===== config.mk =====
export PLATFORM = sky130hd
export DESIGN_NAME = rx_packet_buffer
export DESIGN_NICKNAME = d
export VERILOG_FILES = /design/src/rtl/rx_packet_buffer.sv
export SDC_FILE = /design/constraint.sdc
export NUM_CORES = 1
export LEC_CHECK = 0
export ABC_AREA = 1
export BUFFER_PORTS_ARGS = -buffer_cell sky130_fd_sc_hd__buf_2
export CORE_MARGIN = 4
export CORE_UTILIZATION = 55
export DETAILED_ROUTE_END_ITERATION = 8
export PLACE_DENSITY = 0.76
export SLEW_MARGIN = 40
export SYNTH_ARGS = -nofsm -noshare
export SYNTH_HDL_FRONTEND = slang
export SYNTH_SLANG_ARGS = --single-unit

===== constraint.sdc =====
create_clock -name Clk_S -period 2.8 [get_ports Clk_S]
set_clock_uncertainty 0.1 [all_clocks]
set_input_delay 0.28 -clock Clk_S [delete_from_list [all_inputs] [get_ports Clk_S]]
set_output_delay 0.28 -clock Clk_S [all_outputs]
set_load 0.02 [all_outputs]

===== src/rtl/rx_packet_buffer.sv =====
// Receive-side packet buffer: a first-word-fall-through circular FIFO that sits
// between the serial receiver and the router core.
// A transfer happens on a rising edge where valid && ready on either side.
// Neither ready output depends combinationally on the matching valid input.
module rx_packet_buffer #(
    parameter int DEPTH = 4,
    parameter int WIDTH = 55
) (
    input  logic                       Clk_S,
    input  logic                       Rst_n,
    input  logic [WIDTH-1:0]           RX_Data,
    input  logic                       RX_Data_Valid,
    output logic                       RX_Ready,
    output logic [WIDTH-1:0]           Pkt_Data,
    output logic                       Pkt_Valid,
    input  logic                       Pkt_Ready,
    input  logic                       Flush,
    output logic [$clog2(DEPTH+1)-1:0] Count
);

    localparam int AW = $clog2(DEPTH);
    localparam int CW = $clog2(DEPTH + 1);

    logic [WIDTH-1:0] r_mem [DEPTH];
    logic [AW-1:0]    r_wr_ptr;
    logic [AW-1:0]    r_rd_ptr;
    logic [CW-1:0]    r_cnt;
    logic             r_rx_ready;

    logic             w_push;
    logic             w_pop;
    logic [CW-1:0]    w_cnt_next;

    assign w_push     = RX_Data_Valid && r_rx_ready;
    assign w_pop      = Pkt_Valid && Pkt_Ready;
    assign w_cnt_next = r_cnt + CW'(w_push) - CW'(w_pop);

    // Ready is registered from the next occupancy, so it falls on the very
    // edge that fills the buffer and a push into a full buffer cannot happen.
    always_ff @(posedge Clk_S or negedge Rst_n) begin
        if (!Rst_n) begin
            r_wr_ptr   <= '0;
            r_rd_ptr   <= '0;
            r_cnt      <= '0;
            r_rx_ready <= 1'b0;
            for (int i = 0; i < DEPTH; i++) begin
                r_mem[i] <= '0;
            end
        end else if (Flush) begin
            r_wr_ptr   <= '0;
            r_rd_ptr   <= '0;
            r_cnt      <= '0;
            r_rx_ready <= 1'b1;
        end else begin
            if (w_push) begin
                r_mem[r_wr_ptr] <= RX_Data;
                r_wr_ptr        <= r_wr_ptr + AW'(1);
            end
            if (w_pop) begin
                r_rd_ptr <= r_rd_ptr + AW'(1);
            end
            r_cnt      <= w_cnt_next;
            r_rx_ready <= (w_cnt_next != CW'(DEPTH));
        end
    end

    assign RX_Ready  = r_rx_ready;
    assign Pkt_Valid = (r_cnt != '0);
    assign Pkt_Data  = r_mem[r_rd_ptr];
    assign Count     = r_cnt;

endmodule

; ---- Yosys cells after proc, flatten, opt, wreduce, memory -nomap -nowiden
; Index checks and enable logic that the tools add are counted.
[totals]
register_bits = 228
in_bits = 60
out_inout_bits = 60
wordCells = 38
[classes]
n_addsub = 4
order_cmp = 3
eq_ne = 1
mux = 12
n_bitwise = 3
n_reduce_logical = 7
[op_table]
columns = operator, n
row1 = $bwmux W220, 1
row2 = $mux W55, 3
row3 = $bmux W55 S2, 1
row4 = $demux W55 S2, 1
row5 = $mux W2, 4
row6 = $ge A3 B3 Y1 const B, 2
row7 = $not A2 Y3, 2
row8 = $add A2 B1 Y2 const B, 2
row9 = $reduce_bool A2 Y1, 2
row10 = $add A3 B1 Y3, 1
row11 = $logic_and A1 B1 Y1, 3
row12 = $lt A3 B1 Y1 const B, 1
row13 = $mux W3, 1
row14 = $ne A3 B3 Y1 const B, 1
row15 = $reduce_bool A3 Y1, 1
row16 = $sub A3 B1 Y3, 1
row17 = $reduce_and A2 Y1, 1
row18 = $mux W1, 1
row19 = $not A1 Y1, 1

; ---- Depth between registers and ports, before layout
[depth]
ltp_word = 6
mapped_depth = 13

; ---- Worst setup path after synthesis
; OpenSTA, ideal clock, no wires.
[synth_timing]
path_kind = register -> register
startpoint = register r_cnt[1], in the netlist Count[1]
endpoint = register r_rx_ready, in the netlist RX_Ready
setup_time_ps = 132
arrival_ps = 2118
slack_ps = 450
stages_incl_launch_ff = 13
period_less_slack_ps = 2350
path_cell_list = dfrtp_1 > nor2_1 > nand2_1 > nand2_1 > inv_1 > ha_1 > inv_1 > ha_1 > inv_1 > fa_1 > inv_1 > nor2_1 > nand4_1
[synth_via]
elab_chain_len = 5
[synth_rtl]
columns = item, line_no
row1 = start: declaration, 27  ; logic [CW-1:0] r_cnt;
row2 = start signal: assignment, 62  ; r_cnt <= w_cnt_next;
row3 = $reduce_bool A3 Y1, 68  ; assign Pkt_Valid = (r_cnt != '0);
row4 = via Pkt_Valid, 15  ; output logic Pkt_Valid,
row5 = $logic_and A1 B1 Y1, 35  ; assign w_pop = Pkt_Valid && Pkt_Ready;
row6 = $sub A3 B1 Y3, 36  ; assign w_cnt_next = r_cnt + CW'(w_push) - CW'(w_pop);
row7 = $ne A3 B3 Y1, 63  ; r_rx_ready <= (w_cnt_next != CW'(DEPTH));
row8 = $mux W1, 49  ; end else if (Flush) begin
row9 = end signal: assignment, 63
row10 = end: declaration, 28  ; logic r_rx_ready;
; The timed path passes the listed nets, and every way through them passes these cells.
; A chain may end at the register's enable or synchronous reset.

; ---- Final worst setup path
[layout_timing]
startpoint = register r_rd_ptr[0]
endpoint = output port Pkt_Data[13]
[layout_via]
elab_chain_len = 4
[layout_rtl]
columns = item, line_no
row1 = start: declaration, 26  ; logic [AW-1:0] r_rd_ptr;
row2 = start signal: assignment, 60  ; r_rd_ptr <= r_rd_ptr + AW'(1);
row3 = $not A2 Y3 (implied by the code), 69  ; assign Pkt_Data = r_mem[r_rd_ptr];
row4 = $bmux W55 S2, 69
row5 = $mux W55 (implied by the code) (2 in a row), 69
row6 = end: declaration, 14  ; output logic [WIDTH-1:0] Pkt_Data,
; No other way between the ends. The select of a mux whose other input is x is not followed.

==> flow_metrics.py <==
metrics = {
    "sta": {
        "finalCritPeriodShare_pct": 88.1,
        "rsz0062_at_grt": "no",
        "period_needed_ps": 2470,
        "slew_headroom_pct": 53.0,
        "finalHoldViolCount": 0,
        "fmax_mhz": 406,
        "tightest_slew_ps": 705,
        "fin_ws_ps": 334,
        "tns_ps": 0,
        "setup_viol": 0,
        "slew_violations": 0,
    },
    "clock_network": {
        "cts_tree": "built",
        "cts.clk_slew.worst_paths_ps": 60,
        "hold_buffers": 58,
        "cts_resized": 0,
        "cts_inserted_buffers": 25,
        "postCtsSetupBuffers": 0,
        "clock-sinks": 228,
        "htreeDepth": 1,
        "insertion_delay_ps": 510,
        "clk_path_buf_depth": 3,
        "root_buffer": "clkbuf_16",
    },
    "place": {
        "dp_slack_ps": 519,
        "port_buffers": 119,
        "place_area_mm2": 0.0113,
        "hpwl_um": 15400,
        "placedCellCount": 1599,
        "gp_congestion": 0.779,
    },
    "worst_hold_path": {
        "min_from": "RX_Data_Valid",
        "hold-path-cell-count": 4,
        "worstHoldEndpoint": "r_wr_ptr[0]",
        "hp-class": "primary input to flip-flop",
    },
    "setup_path": {
        "ff2ff_path_depth": 12,
        "crit_fanout": 62,
        "reg2reg_from": "Count[1]",
        "endpoint_kind": "output port",
        "ff2ff_setup_slack_ps": 500,
        "rr_endpoint": "RX_Ready",
        "required_ps": 2420,
        "crit_type": "flip-flop to output port",
        "cp.arrival_ps": 2090,
        "worst_setup_path_start_kind": "flip-flop",
    },
    "yosys": {
        "avgSynthCellArea_um2": 8.01,
        "syn-num-nets": 1383,
        "synth_ff_type": "dfrtp_1",
        "yosysWarnings": 0,
        "ys_seq_area_share_pct": 54.1,
        "synth-edff-count": 0,
        "mappedNetlistArea_mm2": 0.0105,
        "synth_top_area_share_pct": 54.1,
        "synth_seq_cells": 228,
        "synthArstFlopShare_pct": 100,
        "synth_top_area_cell": "dfrtp_1",
        "yosysMostFrequentCell": "nand2_1",
        "ys_types": 19,
        "synth_area_leaders": "dfrtp_1, nand2_1, o21ai_0",
        "synthesis.instances": 1316,
        "synth_commonest_cells": "nand2_1, dfrtp_1, o21ai_0, o21ai_1, inv_1",
    },
    "layout": {
        "finalNonFillerCells": 1699,
        "nets": 1517,
        "antenna_cells": 0,
        "drive_gt1_share_pct": 13.0,
        "synthToLayoutAreaGrowth_pct": 19.9,
        "final_area_mm2": 0.0126,
    },
    "routing": {
        "wl_per_cell_um": 15.9,
        "drtAntennaViolNets": 0,
        "routed_via_density": 5.41,
        "drc": 0,
        "vias": 9185,
        "firstDrtPassIters": 5,
        "totalWireLength_um": 27100,
        "drt_iter0_drc": 716,
    },
    "grt": {
        "grt_pass1_vias": 8996,
        "grt_pass1_wl_um": 45300,
        "grt_usage_pct": 25.2,
        "grt_max_degree": 81,
        "antenna_found_initial": 0,
        "grt_overflow": 0,
    },
    "floorplan": {
        "num_rows": 50,
        "fp.dieW_um": 146,
        "ios": 120,
        "fp.dieH_um": 146,
        "core_mm2": 0.0188,
        "die_area_mm2": 0.0214,
        "initial_core_util_pct": 56.2,
    },
    "pwr": {
        "leakage_uw": 0.00639,
        "power_density_mw_per_mm2": 1110,
        "ir_drop_v": 0.000639,
    },
    "run_status": {
        "status": "finished clean",
    },
    "flow_run": {
        "maxCapViolations": 0,
    },
}
## layer usage
metal,share of wire [%],vias to the layer above,global-route usage [%],wire length (um)
li1,-,4516,-,-
met1,44,4358,34.8,11800
met2,49,272,42.4,13200
met3,5.6,39,3.45,1510
met4,2.0,0,6.87,538
met5,0,-,0,0
## worst max-delay path by stage
| stage | start | to | slack (ps) | cells after the start |
|---|---|---|---|---|
| floorplan | Count[1] | RX_Ready | 450 | 12 |
| global placement | Count[1] | RX_Ready | 620 | 12 |
| detailed placement | Count[1] | RX_Ready | 520 | 12 |
| CTS | r_rd_ptr[0] | Pkt_Data[48] | 340 | 6 |
| global route | r_rd_ptr[0] | Pkt_Data[13] | 190 | 6 |
| finish | r_rd_ptr[0] | Pkt_Data[13] | 330 | 6 |
## logic make-up (layout without fill, tap and decap cells)
group / after synthesis / count (layout) / synth area share [%]
flip-flops: 228 / 228 / 54.1
AND/OR/NAND/NOR: 416 / 416 / 15.2
adder cells (fa/ha/maj): 7 / 7 / 0.902
buffers and inverters: 223 / 372 / 8.74
AO/OA/AOI/OAI: 442 / 442 / 21.0
## final cells by class
type | count | area [um^2]
sequential | 228 | 5710
tap | 234 | 293
inverter | 129 | 485
clock buffer | 37 | 731
timing repair buffer | 201 | 1440
multi-input combinational | 865 | 3930
fill | 1548 | 6130
clock inverter | 5 | 53.8
## registers in the layout, summed over array words and instances, names as in the netlist
name	count
Count	3
r_rd_ptr	2
RX_Ready	1
r_wr_ptr	2
r_mem	220
## power breakdown
| part | total, uW | switching [uW] | internal (uW) | leakage [uW] |
|---|---|---|---|---|
| sequential | 5320 | 530 | 4790 | 0.00280 |
| clock | 3140 | 1250 | 1880 | 0.000388 |
| combinational | 5510 | 3710 | 1800 | 0.00320 |
| total | 14000 | 5490 | 8480 | 0.00639 |
## stage by stage
| step | util, % | hold WS, ps | power, uW |
|---|---|---|---|
| after CTS | 67.3 | 102 | 14100 |
| after global placement | 59.9 | 132 | 10600 |
| after floorplan | - | -116 | 9020 |
| after global routing | 67.3 | 116 | 15000 |
| final | 67.3 | 104 | 14000 |
| after detailed placement | 60.1 | 135 | 10800 |
## cell usage in the layout, fill, tap and decap left out, drive strengths merged
cell	n
a21oi	110
buf	143
bufinv	1
clkbuf	37
clkinv	5
dfrtp	228
dlygate4sd3	58
fa	1
ha	6
inv	128
nand2	396
nand3	6
nand4	3
nor2	11
o21ai	332
## critical path: stages (launching register included)
cell,delay [ps]
dfrtp_4,480
clkinv_2,50
buf_4,490
a21oi_1,130
o21ai_0,110
nand2_1,130
buf_2,180
Note: power is estimated with default switching activity, not from simulation.
